### src/rtl/morse_transmissor_pkg.sv
// Shared types and the digit-to-Morse lookup for the Morse transmitter.
// Patterns are MSB first: bit 4 is keyed first, 1 = dash, 0 = dot.
package morse_transmissor_pkg;

  typedef enum logic [1:0] {
    IDLE,
    ON,
    GAP,
    CGAP
  } state_e;

  localparam logic [3:0] MAX_DIGIT = 4'd9;

  function automatic logic is_digit(input logic [3:0] value);
    return value <= MAX_DIGIT;
  endfunction

  // Values above 9 map to all-dots; they never reach the FIFO anyway.
  function automatic logic [4:0] digit_to_morse(input logic [3:0] digit);
    logic [4:0] pattern;
    case (digit)
      4'd0:    pattern = 5'b11111;
      4'd1:    pattern = 5'b01111;
      4'd2:    pattern = 5'b00111;
      4'd3:    pattern = 5'b00011;
      4'd4:    pattern = 5'b00001;
      4'd5:    pattern = 5'b00000;
      4'd6:    pattern = 5'b10000;
      4'd7:    pattern = 5'b11000;
      4'd8:    pattern = 5'b11100;
      4'd9:    pattern = 5'b11110;
      default: pattern = 5'b00000;
    endcase
    return pattern;
  endfunction

endpackage

### src/rtl/morse_fifo.sv
// Synchronous FIFO buffering digits between the handshake and the keyer.
// An explicit occupancy counter separates full from empty when the pointers meet.
module morse_fifo #(
  parameter int WIDTH = 4,
  parameter int DEPTH = 4
) (
  input  logic                     clk,
  input  logic                     rst_n,
  input  logic                     push_i,
  input  logic [WIDTH-1:0]         data_i,
  input  logic                     pop_i,
  output logic [WIDTH-1:0]         data_o,
  output logic                     full_o,
  output logic                     empty_o,
  output logic [$clog2(DEPTH):0]   nivel_o
);

  localparam int AW = $clog2(DEPTH);
  localparam logic [AW-1:0] PTR_ONE = AW'(1);
  localparam logic [AW:0]   CNT_ONE = (AW + 1)'(1);

  logic [WIDTH-1:0] mem_q [DEPTH];
  logic [AW-1:0]    wr_ptr_q;
  logic [AW-1:0]    rd_ptr_q;
  logic [AW:0]      count_q;
  logic             do_push;
  logic             do_pop;

  assign full_o  = (count_q == (AW + 1)'(DEPTH));
  assign empty_o = (count_q == '0);
  assign nivel_o = count_q;
  assign data_o  = mem_q[rd_ptr_q];
  assign do_push = push_i & ~full_o;
  assign do_pop  = pop_i & ~empty_o;

  // NOTE: storage has no reset; only the pointers and count define validity.
  always_ff @(posedge clk) begin
    if (do_push) begin
      mem_q[wr_ptr_q] <= data_i;
    end
  end

  // NOTE: sequential state uses non-blocking assignments so every register
  // samples the pre-edge values of the others.
  always_ff @(posedge clk or negedge rst_n) begin
    if (!rst_n) begin
      wr_ptr_q <= '0;
      rd_ptr_q <= '0;
      count_q  <= '0;
    end else begin
      if (do_push) begin
        wr_ptr_q <= wr_ptr_q + PTR_ONE;
      end
      if (do_pop) begin
        rd_ptr_q <= rd_ptr_q + PTR_ONE;
      end
      case ({do_push, do_pop})
        2'b10:   count_q <= count_q + CNT_ONE;
        2'b01:   count_q <= count_q - CNT_ONE;
        default: count_q <= count_q;
      endcase
    end
  end

endmodule

### src/rtl/morse_transmissor.sv
// Buffers decimal digits and keys their Morse patterns out on a serial line,
// with dot, dash and gap lengths expressed in multiples of UNIT_CYCLES.
module morse_transmissor
  import morse_transmissor_pkg::*;
#(
  parameter int unsigned UNIT_CYCLES    = 12500000,
  parameter int unsigned DASH_UNITS     = 3,
  parameter int unsigned ELEM_GAP_UNITS = 1,
  parameter int unsigned CHAR_GAP_UNITS = 3,
  parameter int unsigned FIFO_DEPTH     = 4
) (
  input  logic                          clock,
  input  logic                          reset_n,
  input  logic [3:0]                    num,
  input  logic                          in_valid,
  output logic                          in_ready,
  output logic                          erro,
  output logic                          sinal,
  output logic                          ponto,
  output logic                          traco,
  output logic [4:0]                    morse,
  output logic                          busy,
  output logic                          done,
  output logic [$clog2(FIFO_DEPTH):0]   nivel
);

  localparam int unsigned MAX_UNITS =
    (DASH_UNITS >= ELEM_GAP_UNITS && DASH_UNITS >= CHAR_GAP_UNITS) ? DASH_UNITS :
    (ELEM_GAP_UNITS >= CHAR_GAP_UNITS) ? ELEM_GAP_UNITS : CHAR_GAP_UNITS;
  localparam int unsigned CNT_W = $clog2(MAX_UNITS * UNIT_CYCLES + 1);

  // Counter loads hold duration-1 so the state lasts exactly its duration.
  localparam logic [CNT_W-1:0] DOT_TICKS  = CNT_W'(UNIT_CYCLES - 1);
  localparam logic [CNT_W-1:0] DASH_TICKS = CNT_W'(DASH_UNITS * UNIT_CYCLES - 1);
  localparam logic [CNT_W-1:0] ELEM_TICKS = CNT_W'(ELEM_GAP_UNITS * UNIT_CYCLES - 1);
  localparam logic [CNT_W-1:0] CGAP_TICKS = CNT_W'(CHAR_GAP_UNITS * UNIT_CYCLES - 1);
  localparam logic [CNT_W-1:0] CNT_ONE    = CNT_W'(1);

  logic [3:0]        fifo_data;
  logic              fifo_full;
  logic              fifo_empty;
  logic              accept;
  logic              push;
  logic              pop;
  logic [4:0]        next_pat;
  logic [2:0]        next_idx;

  state_e            state_q;
  logic [2:0]        idx_q;
  logic [CNT_W-1:0]  cnt_q;
  logic [4:0]        morse_q;
  logic              sinal_q;
  logic              ponto_q;
  logic              traco_q;
  logic              busy_q;
  logic              done_q;
  logic              erro_q;

  function automatic logic [CNT_W-1:0] elem_ticks(input logic is_dash);
    return is_dash ? DASH_TICKS : DOT_TICKS;
  endfunction

  assign in_ready = ~fifo_full;
  assign accept   = in_valid & in_ready;
  assign push     = accept & is_digit(num);
  assign next_pat = digit_to_morse(fifo_data);
  assign next_idx = idx_q - 3'd1;

  // A new character starts from IDLE, or straight out of the last char-gap
  // cycle so back-to-back characters have no idle cycle between them.
  assign pop = ~fifo_empty &
               ((state_q == IDLE) | ((state_q == CGAP) & (cnt_q == '0)));

  morse_fifo #(
    .WIDTH (4),
    .DEPTH (FIFO_DEPTH)
  ) u_fifo (
    .clk     (clock),
    .rst_n   (reset_n),
    .push_i  (push),
    .data_i  (num),
    .pop_i   (pop),
    .data_o  (fifo_data),
    .full_o  (fifo_full),
    .empty_o (fifo_empty),
    .nivel_o (nivel)
  );

  always_ff @(posedge clock or negedge reset_n) begin
    if (!reset_n) begin
      erro_q <= 1'b0;
    end else begin
      erro_q <= accept & ~is_digit(num);
    end
  end

  always_ff @(posedge clock or negedge reset_n) begin
    if (!reset_n) begin
      state_q <= IDLE;
      idx_q   <= '0;
      cnt_q   <= '0;
      morse_q <= '0;
      sinal_q <= 1'b0;
      ponto_q <= 1'b0;
      traco_q <= 1'b0;
      busy_q  <= 1'b0;
      done_q  <= 1'b0;
    end else begin
      done_q <= 1'b0;
      if (pop) begin
        state_q <= ON;
        morse_q <= next_pat;
        idx_q   <= 3'd4;
        cnt_q   <= elem_ticks(next_pat[4]);
        sinal_q <= 1'b1;
        ponto_q <= ~next_pat[4];
        traco_q <= next_pat[4];
        busy_q  <= 1'b1;
      end else begin
        case (state_q)
          IDLE: begin
            busy_q <= 1'b0;
          end
          ON: begin
            if (cnt_q == '0) begin
              sinal_q <= 1'b0;
              ponto_q <= 1'b0;
              traco_q <= 1'b0;
              if (idx_q != '0) begin
                state_q <= GAP;
                cnt_q   <= ELEM_TICKS;
              end else begin
                state_q <= CGAP;
                cnt_q   <= CGAP_TICKS;
                done_q  <= (CGAP_TICKS == '0);
              end
            end else begin
              cnt_q <= cnt_q - CNT_ONE;
            end
          end
          GAP: begin
            if (cnt_q == '0) begin
              state_q <= ON;
              idx_q   <= next_idx;
              cnt_q   <= elem_ticks(morse_q[next_idx]);
              sinal_q <= 1'b1;
              ponto_q <= ~morse_q[next_idx];
              traco_q <= morse_q[next_idx];
            end else begin
              cnt_q <= cnt_q - CNT_ONE;
            end
          end
          CGAP: begin
            if (cnt_q == '0) begin
              state_q <= IDLE;
              busy_q  <= 1'b0;
            end else begin
              cnt_q  <= cnt_q - CNT_ONE;
              // done marks the final char-gap cycle.
              done_q <= (cnt_q == CNT_ONE);
            end
          end
          default: begin
            state_q <= IDLE;
          end
        endcase
      end
    end
  end

  assign erro  = erro_q;
  assign sinal = sinal_q;
  assign ponto = ponto_q;
  assign traco = traco_q;
  assign morse = morse_q;
  assign busy  = busy_q;
  assign done  = done_q;

endmodule

### config.mk
export PLATFORM = sky130hd
export DESIGN_NAME = morse_transmissor
export DESIGN_NICKNAME = d
export VERILOG_FILES = /design/src/rtl/morse_transmissor_pkg.sv /design/src/rtl/morse_fifo.sv /design/src/rtl/morse_transmissor.sv
export SDC_FILE = /design/constraint.sdc
export NUM_CORES = 1
export LEC_CHECK = 0
export ABC_AREA = 1
export CAP_MARGIN = 25
export CORE_UTILIZATION = 57
export CTS_CLUSTER_SIZE = 16
export DETAILED_ROUTE_END_ITERATION = 12
export PLACE_DENSITY_LB_ADDON = 0.08
export SLEW_MARGIN = 40
export SYNTH_ARGS = -nofsm -noshare
export SYNTH_HDL_FRONTEND = slang
export SYNTH_SLANG_ARGS = --single-unit
### constraint.sdc
create_clock -name clock -period 5.5 [get_ports clock]
set_clock_uncertainty 0.1 [all_clocks]
set_input_delay 1.1 -clock clock [delete_from_list [all_inputs] [get_ports clock]]
set_output_delay 1.1 -clock clock [all_outputs]
set_load 0.005 [all_outputs]
==> impl_results.md <==
* Io pins at 22
* Lkg Pwr at 2.12 nW
* Syn Inst Count at around 530
* Core area at 6530 µm²
* RePlAce Congestion at 0.859
* Top_reg_cell synth: dfrtp_1
* Number of vias per cell at 5.26
* Post-Syn Nets at 556
* Crit path arrival time at about 3200 ps
* Post-synthesis xor/xnor area fraction at 0.0288
* Synth warn at 0
* Final wirelength at slightly above 8000 µm
* Mux contribution to synthesized area at 0
* Power Total at 0.00261 W
* Via count at roughly 3.4k
* Dpl hpwl at 6040 µm
* Ys async rst share at 0.754
* Max Buffers Root-to-Sink at 2
* Initial antenna violation count at 0
* Setup Fix Bufs, Post-CTS at 0
* Top-area cell type share of the netlist area at 0.310
* Pin count of the biggest net entering global routing at 50
* Max-cap violations at 0
* CP Launch Type: input pin
* Hold Violations, Final at 0
* Crit Path Max Fanout at 8
* Root Driver: clkbuf_8
* Max Slew Vio Count at 0
* Die width at 85.3 µm
* Layout Nets at between 500 and 600
* First-pass GRT wire length at 14300 µm
* Clock Sinks at 65
* Vias in the first global route at 3222
* Min cycle time layout at 3030 ps
* Post-Synth Adder-Cell Area at 0.0494
* Antenna-violating nets left at 0
* CP endpoint kind: flip-flop
* RSZ-0062 raised after global routing: no
* Fillers at approximately 560
* Mapped cell area at a little under 4000 µm²
* Die area at 7270 µm²
* Commonest cells post-synth: nand2_1 (161), inv_1 (72), nor2_1 (65), dfrtp_1 (49), o21ai_0 (44)
* Peak supply drop at 0.357 mV
* H-tree depth at 3
* Area leader, netlist: dfrtp_1
* CTS Buf Count at 9
* Die Span Y at 85.3 µm
* Count leader, synth: nand2_1
* Clock Pin Slew Worst Setup and Hold Paths at roughly 70 ps
* Period utilisation layout at 0.552
* Req. time, crit path at 5660 ps
* Hold Path Class: flip-flop to flip-flop
* Post-synthesis simple-gate area fraction at 0.317
* Gr usage total at 0.250
* Fmax at 330 MHz
* CTS tree: done
* # diodes at 0
* IO Port Bufs at 21
* Type of the worst setup path: input pin to flip-flop
* Sequential area share after synthesis at 0.432
* Row Count at 29
* EDFF count, synth at 16
* Setup TNS at 0 ps
* DR DRC count at 0
* First drt pass iteration count at 4
* Final setup violation count at 0
* Cell variety after synth at 33
* Grt total ovfl at 0
* Largest family of logic cells by synthesized area: simple AND/OR/NAND/NOR gates
* Pwr/cell area at 594 nW/µm²
* Compound-Gate Fraction of Synth Area at 0.0820
* Starting Density at 0.605
* 1st-iter DRT viols at 162
* Post-synthesis area per instance at approximately 7.4 µm²
* Worst-margin pin slew at 621 ps
* Area added between synthesis and finish at 11.0%
* Top post-synthesis cells by area: dfrtp_1 (31%), nand2_1 (15%), edfxtp_1 (12%)
* Resize count post-CTS at 0
* Worst skew pair latency at about 350 ps
* Synth Register Bits at 65
* Slew Limit Headroom at 0.586
* Layout cells sized above 1 at 0.0624
* Post-DR wirelength/cell at 13.0 µm
* Hold_buf cts at 0
* Status: finished clean
-- flip-flops by register name (all words and copies together) (netlist names), 2 cells and up --
register         cells
u_fifo.nivel_o       3
state_q              2
idx_q                3
morse                5
cnt_q               26
u_fifo.rd_ptr_q      2
u_fifo.mem_q        16
u_fifo.wr_ptr_q      2
-- power by group --
part | internal, W | switching [W]
registers | 0.000671 | 0.000149
clock network | 0.000222 | 0.000192
logic | 0.000489 | 0.000884
total | 0.00138 | 0.00122
-- final cells by class --
| class | count | area, µm² | area share |
|---|---|---|---|
| clock buffers | 10 | 138 | 0.0314 |
| multi-input cells | 383 | 1880 | 0.430 |
| well taps | 77 | 96.3 | 0.0220 |
| flip-flops and latches | 65 | 1710 | 0.389 |
| inverters | 75 | 282 | 0.0642 |
| repair buffers | 22 | 213 | 0.0485 |
| clock inverters | 6 | 66.3 | 0.0151 |
-- per-layer routing --
metal | share of wire | vias to the layer above | track usage
met5 | 0 | - | 0
met4 | 0.021 | 0 | 0.0985
met3 | 0.032 | 17 | 0.0457
met2 | 0.50 | 67 | 0.449
met1 | 0.45 | 1549 | 0.299
li1 | - | 1726 | -
-- critical path: stages --
cell and delay (ps):
clkdlybuf4s50_1 470, o21ai_0 290, nand3_1 320, ha_1 300, inv_1 110, fa_1 420, o21ai_0 190
-- cell families (layout without fill, tap and decap cells) --
| group | count (synthesis) | after routing |
|---|---|---|
| AO/OA/AOI/OAI | 61 | 61 |
| flip-flops | 65 | 65 |
| XOR/XNOR | 13 | 13 |
| buffers and inverters | 86 | 113 |
| AND/OR/NAND/NOR | 294 | 294 |
| adder cells (fa/ha/maj) | 15 | 15 |
-- stage by stage --
step | setup WS [ps] | hold slack [ps] | area (µm²) | utilization | std cells
3_5_place_dp | 2100 | 390 | 4180 | 0.640 | 622
5_1_grt | 2300 | 440 | 4390 | 0.671 | 638
6_report | 2470 | 405 | 4390 | 0.671 | 638
4_1_cts | 2460 | 409 | 4390 | 0.671 | 638
2_1_floorplan | 2920 | 373 | 3950 | - | 534
3_3_place_gp | 2240 | 386 | 4180 | 0.640 | 622
-- final timing paths --
path	start	slack, ps	to	cells past startpoint
hold reg to reg	morse[4]	410	morse[4]	2
min in group asynchronous	reset_n	760	cnt_q[23]	2
setup / recovery	num[1]	2470	u_fifo.nivel_o[1]	7
max in group asynchronous	reset_n	4130	cnt_q[12]	2
setup reg to reg	cnt_q[12]	2580	u_fifo.nivel_o[2]	13
hold / removal	morse[4]	410	morse[4]	2
-- cell usage in the layout, fill, tap and decap left out, types with 6 or more instances in the layout --
cell,instances
clkdlybuf4s50_1,20
xnor2_1,6
edfxtp_1,16
nor2_1,65
clkbuf_8,10
nor3_1,6
inv_1,72
nand3_1,41
xor2_1,7
dfrtp_1,49
nand2_1,161
ha_1,14
a21oi_1,7
o21ai_0,44
(Power assumes the default switching activity.)
